===== config.mk =====
export PLATFORM = sky130hd
export DESIGN_NAME = mem_extreme_scan
export DESIGN_NICKNAME = d
export VERILOG_FILES = /design/src/rtl/mem_extreme_scan.sv
export SDC_FILE = /design/constraint.sdc
export NUM_CORES = 1
export LEC_CHECK = 0
export BUFFER_PORTS_ARGS = -buffer_cell sky130_fd_sc_hd__buf_2
export CAP_MARGIN = 5
export CORE_AREA = 2 2 126 128
export CTS_CLUSTER_DIAMETER = 60
export DETAILED_ROUTE_END_ITERATION = 8
export DIE_AREA = 0 0 128 130
export PLACE_DENSITY = 0.74
export SLEW_MARGIN = 20
export SYNTH_ARGS = -nofsm -noshare
export SYNTH_HDL_FRONTEND = slang
export SYNTH_SLANG_ARGS = --single-unit

===== constraint.sdc =====
create_clock -name clk -period 9.1 [get_ports clk]
set_input_delay 1.365 -clock clk [delete_from_list [all_inputs] [get_ports clk]]
set_output_delay 1.365 -clock clk [all_outputs]
set_load 0.1 [all_outputs]

===== src/rtl/mem_extreme_scan.sv =====
// Memory-block extreme finder: scans count words from base_addr and reports the
// max/min (signed or unsigned) and its index, with optional write-back.
module mem_extreme_scan #(
  parameter int DATA_W = 16,
  parameter int ADDR_W = 16,
  parameter int CNT_W  = 16,
  parameter int RD_LAT = 1
) (
  input  logic              clk,
  input  logic              reset,
  input  logic              start,
  input  logic              mode_min,
  input  logic              mode_signed,
  input  logic [ADDR_W-1:0] base_addr,
  input  logic [CNT_W-1:0]  count,
  input  logic              wb_en,
  input  logic [ADDR_W-1:0] wb_addr,
  output logic [ADDR_W-1:0] mem_addr,
  output logic              mem_rd,
  input  logic [DATA_W-1:0] mem_rdata,
  output logic              mem_wr,
  output logic [DATA_W-1:0] mem_wdata,
  output logic              busy,
  output logic              done,
  output logic [DATA_W-1:0] result,
  output logic [CNT_W-1:0]  result_idx,
  output logic              empty_err
);

  localparam int DRW = 3;

  typedef enum logic [2:0] {S_IDLE, S_SCAN, S_DRAIN, S_WRITE, S_DONE} state_t;

  state_t              state_q, state_d;
  logic                min_q, sgn_q, wben_q;
  logic [ADDR_W-1:0]   base_q, wbaddr_q;
  logic [CNT_W-1:0]    cnt_q;
  logic [CNT_W-1:0]    rd_idx_q, rd_idx_d;
  logic [DRW-1:0]      drain_q, drain_d;
  logic [RD_LAT-1:0]   vld_q;
  logic [CNT_W-1:0]    tag_q [RD_LAT];
  logic [DATA_W-1:0]   run_val_q, run_val_d;
  logic [CNT_W-1:0]    run_idx_q, run_idx_d;
  logic                have_q, have_d;
  logic [DATA_W-1:0]   result_q, result_d;
  logic [CNT_W-1:0]    result_idx_q, result_idx_d;
  logic                empty_q, empty_d;
  logic                accept, tap_vld, gt, lt, take;

  assign accept  = (state_q == S_IDLE) && start;
  assign tap_vld = vld_q[RD_LAT-1];
  assign gt = sgn_q ? ($signed(mem_rdata) > $signed(run_val_q)) : (mem_rdata > run_val_q);
  assign lt = sgn_q ? ($signed(mem_rdata) < $signed(run_val_q)) : (mem_rdata < run_val_q);
  // Strict compare so equal values never displace an earlier index.
  assign take = tap_vld && (!have_q || (min_q ? lt : gt));

  always_comb begin
    run_val_d = take ? mem_rdata : run_val_q;
    run_idx_d = take ? tag_q[RD_LAT-1] : run_idx_q;
    have_d    = (state_q == S_IDLE) ? 1'b0 : (have_q | tap_vld);
  end

  always_comb begin
    state_d      = state_q;
    rd_idx_d     = rd_idx_q;
    drain_d      = drain_q;
    result_d     = result_q;
    result_idx_d = result_idx_q;
    empty_d      = empty_q;
    mem_addr     = '0;
    mem_rd       = 1'b0;
    mem_wr       = 1'b0;
    mem_wdata    = '0;
    unique case (state_q)
      S_IDLE: begin
        if (start) begin
          if (count == '0) begin
            state_d      = S_DONE;
            result_d     = '0;
            result_idx_d = '0;
            empty_d      = 1'b1;
          end else begin
            state_d  = S_SCAN;
            rd_idx_d = '0;
          end
        end
      end
      S_SCAN: begin
        mem_rd   = 1'b1;
        mem_addr = base_q + ADDR_W'(rd_idx_q);
        if (rd_idx_q == cnt_q - CNT_W'(1)) begin
          state_d = S_DRAIN;
          drain_d = '0;
        end else begin
          rd_idx_d = rd_idx_q + CNT_W'(1);
        end
      end
      S_DRAIN: begin
        if (drain_q == DRW'(RD_LAT - 1)) begin
          if (wben_q) begin
            state_d = S_WRITE;
          end else begin
            state_d      = S_DONE;
            result_d     = run_val_d;
            result_idx_d = run_idx_d;
            empty_d      = 1'b0;
          end
        end else begin
          drain_d = drain_q + DRW'(1);
        end
      end
      S_WRITE: begin
        mem_wr       = 1'b1;
        mem_addr     = wbaddr_q;
        mem_wdata    = run_val_q;
        state_d      = S_DONE;
        result_d     = run_val_q;
        result_idx_d = run_idx_q;
        empty_d      = 1'b0;
      end
      S_DONE:  state_d = S_IDLE;
      default: state_d = S_IDLE;
    endcase
  end

  always_ff @(posedge clk or posedge reset) begin
    if (reset) begin
      state_q      <= S_IDLE;
      min_q        <= 1'b0;
      sgn_q        <= 1'b0;
      wben_q       <= 1'b0;
      base_q       <= '0;
      wbaddr_q     <= '0;
      cnt_q        <= '0;
      rd_idx_q     <= '0;
      drain_q      <= '0;
      vld_q        <= '0;
      for (int unsigned k = 0; k < RD_LAT; k++) tag_q[k] <= '0;
      run_val_q    <= '0;
      run_idx_q    <= '0;
      have_q       <= 1'b0;
      result_q     <= '0;
      result_idx_q <= '0;
      empty_q      <= 1'b0;
    end else begin
      state_q      <= state_d;
      rd_idx_q     <= rd_idx_d;
      drain_q      <= drain_d;
      run_val_q    <= run_val_d;
      run_idx_q    <= run_idx_d;
      have_q       <= have_d;
      result_q     <= result_d;
      result_idx_q <= result_idx_d;
      empty_q      <= empty_d;
      vld_q[0]     <= mem_rd;
      tag_q[0]     <= rd_idx_q;
      for (int unsigned k = 1; k < RD_LAT; k++) begin
        vld_q[k] <= vld_q[k-1];
        tag_q[k] <= tag_q[k-1];
      end
      if (accept) begin
        min_q    <= mode_min;
        sgn_q    <= mode_signed;
        wben_q   <= wb_en;
        base_q   <= base_addr;
        wbaddr_q <= wb_addr;
        cnt_q    <= count;
      end
    end
  end

  assign busy       = (state_q != S_IDLE);
  assign done       = (state_q == S_DONE);
  assign result     = result_q;
  assign result_idx = result_idx_q;
  assign empty_err  = empty_q;

endmodule


==> results of run 1 <==
## cells by family (layout without fill, tap and decap cells)
group           Yosys count  count (layout)  share of synthesized area
simple gates            214             214                      0.148
flops                   156             156                      0.478
compound gates          148             148                      0.128
mux                      84              84                      0.121
buf+inv                  63             205                     0.0331
fa+ha+maj                36              36                     0.0561
xor+xnor                 33              33                     0.0354
## layout by cell type, fill, tap and decap left out, drive strengths merged, types with 3 or more instances in the layout
cell	count
dfrtp	156
buf	141
mux2	82
nand2	42
o21ai	42
ha	35
inv	32
a21oi	30
a221o	29
nor2	28
clkbuf	22
and3	20
xor2	20
and2	17
nor3	16
or3	16
nand3	15
nand4	13
xnor2	13
nand2b	11
nor2b	9
o211ai	8
o2111ai	7
or4	7
nor4	7
a21o	6
clkinvlp	5
nand3b	4
a31oi	4
o31ai	4
clkinv	4
o22ai	3
## final cells by class
| type | count | share of cell area |
|---|---|---|
| clock buffer | 22 | 0.0487 |
| clock inverter | 10 | 0.00958 |
| inverter | 32 | 0.0131 |
| multi-input combinational | 515 | 0.419 |
| sequential | 156 | 0.410 |
| tap | 192 | 0.0252 |
| timing repair buffer | 141 | 0.0748 |
## power breakdown
part / switching (mW) / leakage [nW] / total [mW] / internal (mW)
clock: 0.280 / 0.259 / 0.669 / 0.390
combinational: 0.874 / 2.38 / 1.38 / 0.508
sequential: 0.185 / 2.01 / 1.06 / 0.874
## registers in the layout, summed over array words and instances (netlist names), 3 cells and up
name        count
drain_q         3
wbaddr_q       16
tag_q          16
base_q         16
result         16
result_idx     16
cnt_q          16
state_q         3
run_val_q      16
run_idx_q      16
rd_idx_q       16
## worst max-delay path, cell delays in order, from the launching register on
cell	delay, ns
dfrtp_1	0.51
ha_1	0.29
fa_1	0.41
a21o_1	0.19
a211oi_1	0.28
o21ai_0	0.18
nand2_1	0.15
o211ai_1	0.12
a31oi_1	0.24
xor2_1	0.10
o21ai_0	0.14
buf_2	0.46
## per-layer routing
metal  wire length [microns]  GRT usage  up-vias
met4                     157     0.0543        0
li1                        -          -     2967
met1                    8830      0.328     3098
met5                       0          0        -
met3                     994     0.0545       14
met2                    8900      0.378      157
## worst paths after layout
check / from / endpoint / slack, ns / cells past startpoint
worst max-delay path: rd_idx_q[0] / mem_addr[14] / 4.25 / 11
worst min-delay path: result_idx[15] / result_idx[15] / 0.47 / 2
worst max register to register: state_q[1] / result_idx[14] / 5.23 / 8
worst min register to register: result_idx[15] / result_idx[15] / 0.47 / 2
max in group asynchronous: reset / tag_q[10] / 6.65 / 3
min in group asynchronous: reset / wbaddr_q[0] / 1.10 / 2
## through the flow
step           setup WS (ns)  std cells  hold slack [ns]  area [sq um]  utilization
2_1_floorplan           3.52        734            0.376          8170            -
3_3_place_gp            4.62       1036            0.455          8980        0.582
3_5_place_dp            4.52       1036            0.461          8980        0.582
4_1_cts                 4.23       1068            0.475          9530        0.618
5_1_grt                 4.03       1068            0.494          9530        0.618
6_report                4.25       1068            0.469          9530        0.618
==> summary.md, run 1 <==
| Metric | Value |
|---|---|
| Core area | 15400 sq um |
| Reg area | slightly below 4000 sq um |
| Final setup viols | 0 |
| Status | finished, final reports clean |
| # hold bufs at CTS | 0 |
| Post-Route WL | 18900 microns |
| YS warnings | 0 |
| Die Y | about 130 microns |
| P&R area growth vs syn | 16.7% |
| Worst-margin pin slew | 0.940 ns |
| Chip width | around 130 microns |
| CTS Sinks | 156 |
| Area contributors post-synth | dfrtp_1 48%, mux2_2 9.5%, ha_1 5.4%, a221o_1 3.6%, o21ai_0 2.4% |
| DP HPWL | 13300 microns |
| Seq/Total Area, Yosys | 0.478 |
| Area of the multi-input gates | 4000 sq um |
| FILL cells | roughly 1300 |
| Htree depth | 4 |
| Vias in the first global route | ~6100 |
| Worst Setup Path Type | flip-flop to primary output |
| Cts bufs inserted | 17 |
| Ant diodes | 0 |
| Row count | 46 |
| Vias | ~6200 |
| Pwr Density | about 330 nW/um^2 |
| Synth cell count leaders | 156 x dfrtp_1, 69 x mux2_2, 42 x nand2_1, 39 x o21ai_0, 35 x ha_1 |
| Synth Area per Inst | approximately 11 sq um |
| Crit path time final | 4.85 ns |
| Worst slew margin | 0.368 |
| Vias per cell | just under 6 |
| Worst-case clock buffer depth | 2 |
| CTS tree | yes |
| Initial antenna violation count | 0 |
| Total power | ~3.1 mW |
| Post-synth ARST share | 1.00 |
| Critical path arrival | roughly 3.5 ns |
| Final period util | 0.533 |
| Starting DRT DRC Count | 374 |
| Synth top area share | 0.478 |
| GR Overflow Total | 0 |
| Post-DRT Antenna Nets | 0 |
| Setup TNS | 0 ns |
| Yosys cell types | between 60 and 70 |
| Fmax | 206 MHz |
| Post-synth EDFFs | 0 |
| Final Hold Viols | 0 |
| Most frequent cell after synthesis | dfrtp_1 |
| CP Launch Type | flip-flop |
| Syn Inst Count | about 730 |
| Routability Congestion | 0.846 |
| I/O Buffers | about 140 |
| Max Cap Viol | 0 |
| FF+latch count, synth | 156 |
| Pre-Repair DR Iteration Count | 5 |
| DR WL/cell | between 15 and 20 microns |
| Die area | between 15000 and 20000 sq um |
| CP max FO | 7 |
| Clk slew on worst S/H paths | 0.06 ns |
| Initial Utilization | 0.529 |
| Post-layout nets | 969 |
| Post-synth top flop | dfrtp_1 |
| Setup Buffers After CTS | 0 |
| Leakage | ~4.7 nW |
| Share of cells above drive strength 1 | 0.305 |
| Cell Area, Synth | between 8000 and 9000 sq um |
| Peak VDD IR | between 0.3 and 0.4 mV |
| Synth area leader | dfrtp_1 |
| Hold Path Class | flip-flop to flip-flop |
| Slew Viols, Final | 0 |
| I/O pins | approximately 140 |
| Root buffer cell | clkbuf_16 |
| Worst-Skew Late Latency | roughly 0.42 ns |
| RSZ-0062 raised after global routing | no |
| DRC errors left | 0 |
| Pin count of the biggest net entering global routing | slightly below 90 |
| CTS resizes | 0 |
| Worst path required time | 7.74 ns |
| Synth Net Count | 840 |
| First-pass GRT wire length | 30700 microns |
| GRT Overall Usage | 0.235 |
| Final Skew | roughly 0.0074 ns |
| CP Capture Type | primary output |
(Power assumes the default switching activity.)
==> run 2: changes to the inputs <==
- CORE_AREA: 2 2 126 128 -> 2 2 130 132
- DIE_AREA: 0 0 128 130 -> 0 0 132 134
- PLACE_DENSITY: 0.74 -> 0.72
- clock period: 9.1 -> 4.1 ns (I/O delays scaled with it)
==> run 2 against run 1 <==
  * Wire length is 0.90% higher
  * Highest routed layer unchanged
  * Combinational power is 130% higher
  * Critical path depth stayed put
  * Critical path type unchanged
  * Via count is 0.37% lower
==> summary.md, run 2 (synthesis gave the netlist of run 1 again) <==
| Metric | Value |
|---|---|
| Status | finished, final reports clean |
| Crit path time final | between 3 and 4 ns |
| Final period util | 0.944 |
| DR WL/cell | 17.2 microns (-2.6%) |
| P&R area growth vs syn | 19.2% |
| Setup TNS | 0 ns (unchanged) |
| CTS Sinks | 156 (unchanged) |
| Routability Congestion | 0.826 (-2.4%) |
| Critical path arrival | 3.26 ns (-0.22 ns) |
| Pin count of the biggest net entering global routing | 91 (+3.4%) |
| First-pass GRT wire length | 31100 microns (+1.6%) |
| Worst path required time | 3.48 ns (-4.26 ns) |
| Post-layout nets | 981 (+1.2%) |
| Initial Utilization | 0.501 (-0.0281) |
| Htree depth | 4 (unchanged) |
| Die Y | 134 microns (+3.1%) |
| CP Launch Type | flip-flop |
| Clk slew on worst S/H paths | 0.06 ns (about the same) |
| Final Skew | 0.00885 ns (+0.00144 ns) |
| I/O Buffers | 138 (unchanged) |
| Row count | 47 (+2.2%) |
| Slew Viols, Final | 0 (unchanged) |
| Peak VDD IR | 0.895 mV (+170%) |
| Leakage | 4.75 nW (+2.0%) |
| DP HPWL | 13600 microns (+2.7%) |
| Fmax | between 200 and 300 MHz |
| Fin cells | 1106 (+3.6%) |
| Core Util, Final | 0.597 (-0.0206) |
| DRC errors left | 0 (unchanged) |
| RSZ-0062 raised after global routing | no |
| Worst-case clock buffer depth | 2 (unchanged) |
| GR Util met3 | 0.0514 (-0.00313) |
| Pre-Repair DR Iteration Count | 5 (unchanged) |
| Most frequent cells in the layout | 156 x dfrtp_1, 137 x buf_2, 69 x mux2_2, 42 x nand2_1, 35 x ha_1 |
| CP max FO | 3 (-4) |
| Vias per cell | 5.62 (-3.8%) |
| CTS tree | yes |
| Setup Buffers After CTS | 0 (unchanged) |
| Chip width | 132 microns (+3.1%) |
| Pwr Density | 731 nW/um^2 (+120%) |
| Final setup viols | 0 (unchanged) |
| Hold Path Class | input port to asynchronous set/reset pin |
| Max Cap Viol | 0 (unchanged) |
| I/O pins | 139 (unchanged) |
| Core area | 16300 sq um (+5.6%) |
| Commonest non-fill, non-tap cell in the layout | dfrtp_1 |
| Worst-Skew Late Latency | 0.42 ns (about the same) |
| Placed cells | 1075 (+3.8%) |
| Post-Route WL | 19100 microns (+0.90%) |
| Met2 usage | 0.352 (-0.0263) |
| Ant diodes | 0 (unchanged) |
| Vias in the first global route | 6064 (+0.17%) |
| GR Overflow Total | 0 (unchanged) |
| CP Capture Type | primary output |
| Post-DRT Antenna Nets | 0 (unchanged) |
| Vias | 6213 (-0.37%) |
| M1 GR Usage | 0.306 (-0.0220) |
| Starting DRT DRC Count | 273 (-27%) |
| Initial antenna violation count | 0 (unchanged) |
| Root buffer cell | clkbuf_16 |
| Internal reg-to-reg setup slack | 0.70 ns (-4.53 ns) |
| Worst-margin pin slew | 0.907 ns (-0.0331 ns) |
| Die area | 17700 sq um (+6.3%) |
| Final Hold Viols | 0 (unchanged) |
| Top Usage Layer GRT | met2 |
| GRT Overall Usage | 0.223 (-0.0125) |
| Share of cells above drive strength 1 | 0.313 (+0.00785) |
| Worst slew margin | 0.393 (+0.0246) |
| Cts bufs inserted | 17 (unchanged) |
| Worst Setup Path Type | flip-flop to primary output |
-- run 2: cell types whose count changed in the layout (fill, tap and decap cells not counted), sizes merged --
cell	before	now
buf	141	152
bufinv	1	4
clkbuf	22	21
clkinv	4	3
clkinvlp	5	3
-- run 2: cell type report --
cell class                      instances  area [sq um]
Fill cell                            1367          6560
Clock buffer                           20           437
Tap cell                              220           275
Timing Repair Buffer                  153           831
Inverter                               32           124
Clock inverter                         10           166
Multi-Input combinational cell        515          4000
Sequential cell                       156          3900
-- run 2: path summary, 6_finish.rpt --
check,startpoint,end,depth (start not counted)
min in group clk,count[1],cnt_q[1],3
worst max-delay path,base_q[0],mem_addr[12],11
worst min register to register,result_idx[1],result_idx[1],2
max in group asynchronous,reset,tag_q[11],4
worst min-delay path,reset,base_q[3],2
worst max register to register,run_val_q[7],result[10],10
-- run 2: critical path, stage by stage (launching register included) --
cell,delay [ns]
dfrtp_1,0.39
ha_1,0.25
fa_1,0.42
a21o_1,0.19
a211oi_1,0.29
o21ai_0,0.17
nand2_1,0.15
o211ai_1,0.12
a21oi_1,0.18
xor2_1,0.10
o21ai_1,0.14
buf_2,0.44
-- run 2: metrics by stage --
stage	cell area, sq um	total power, mW	worst slack [ns]	hold slack [ns]
after floorplan	8170	4.87	0.00572	0.376
after global placement	9100	5.44	0.430	0.457
after detailed placement	9100	5.51	0.344	0.467
after CTS	9710	7.16	0.161	0.397
after global routing	9730	7.51	0.0249	0.228
final	9730	7.12	0.228	0.201
-- run 2: layer usage --
layer | wire length [microns] | vias to the layer above | share of wire
li1 | - | 2990 | -
met1 | 9010 | 3029 | 0.47
met2 | 8740 | 169 | 0.46
met3 | 1000 | 25 | 0.053
met4 | 295 | 0 | 0.015
met5 | 0 | - | 0
-- run 2: timing repair --
item / CTS / global route
resized for setup: 0 / 1
hold buffers: 0 / 0
setup endpoints to repair: 0 / 1
endpoints found under the hold margin: 0 / 0
-- run 2: where the power goes --
| group | switching (mW) | internal [mW] | leakage, nW |
|---|---|---|---|
| logic | 2.00 | 1.19 | 2.44 |
| clock network | 0.614 | 1.02 | 0.287 |
| registers | 0.358 | 1.94 | 2.01 |
| total | 2.97 | 4.14 | 4.75 |
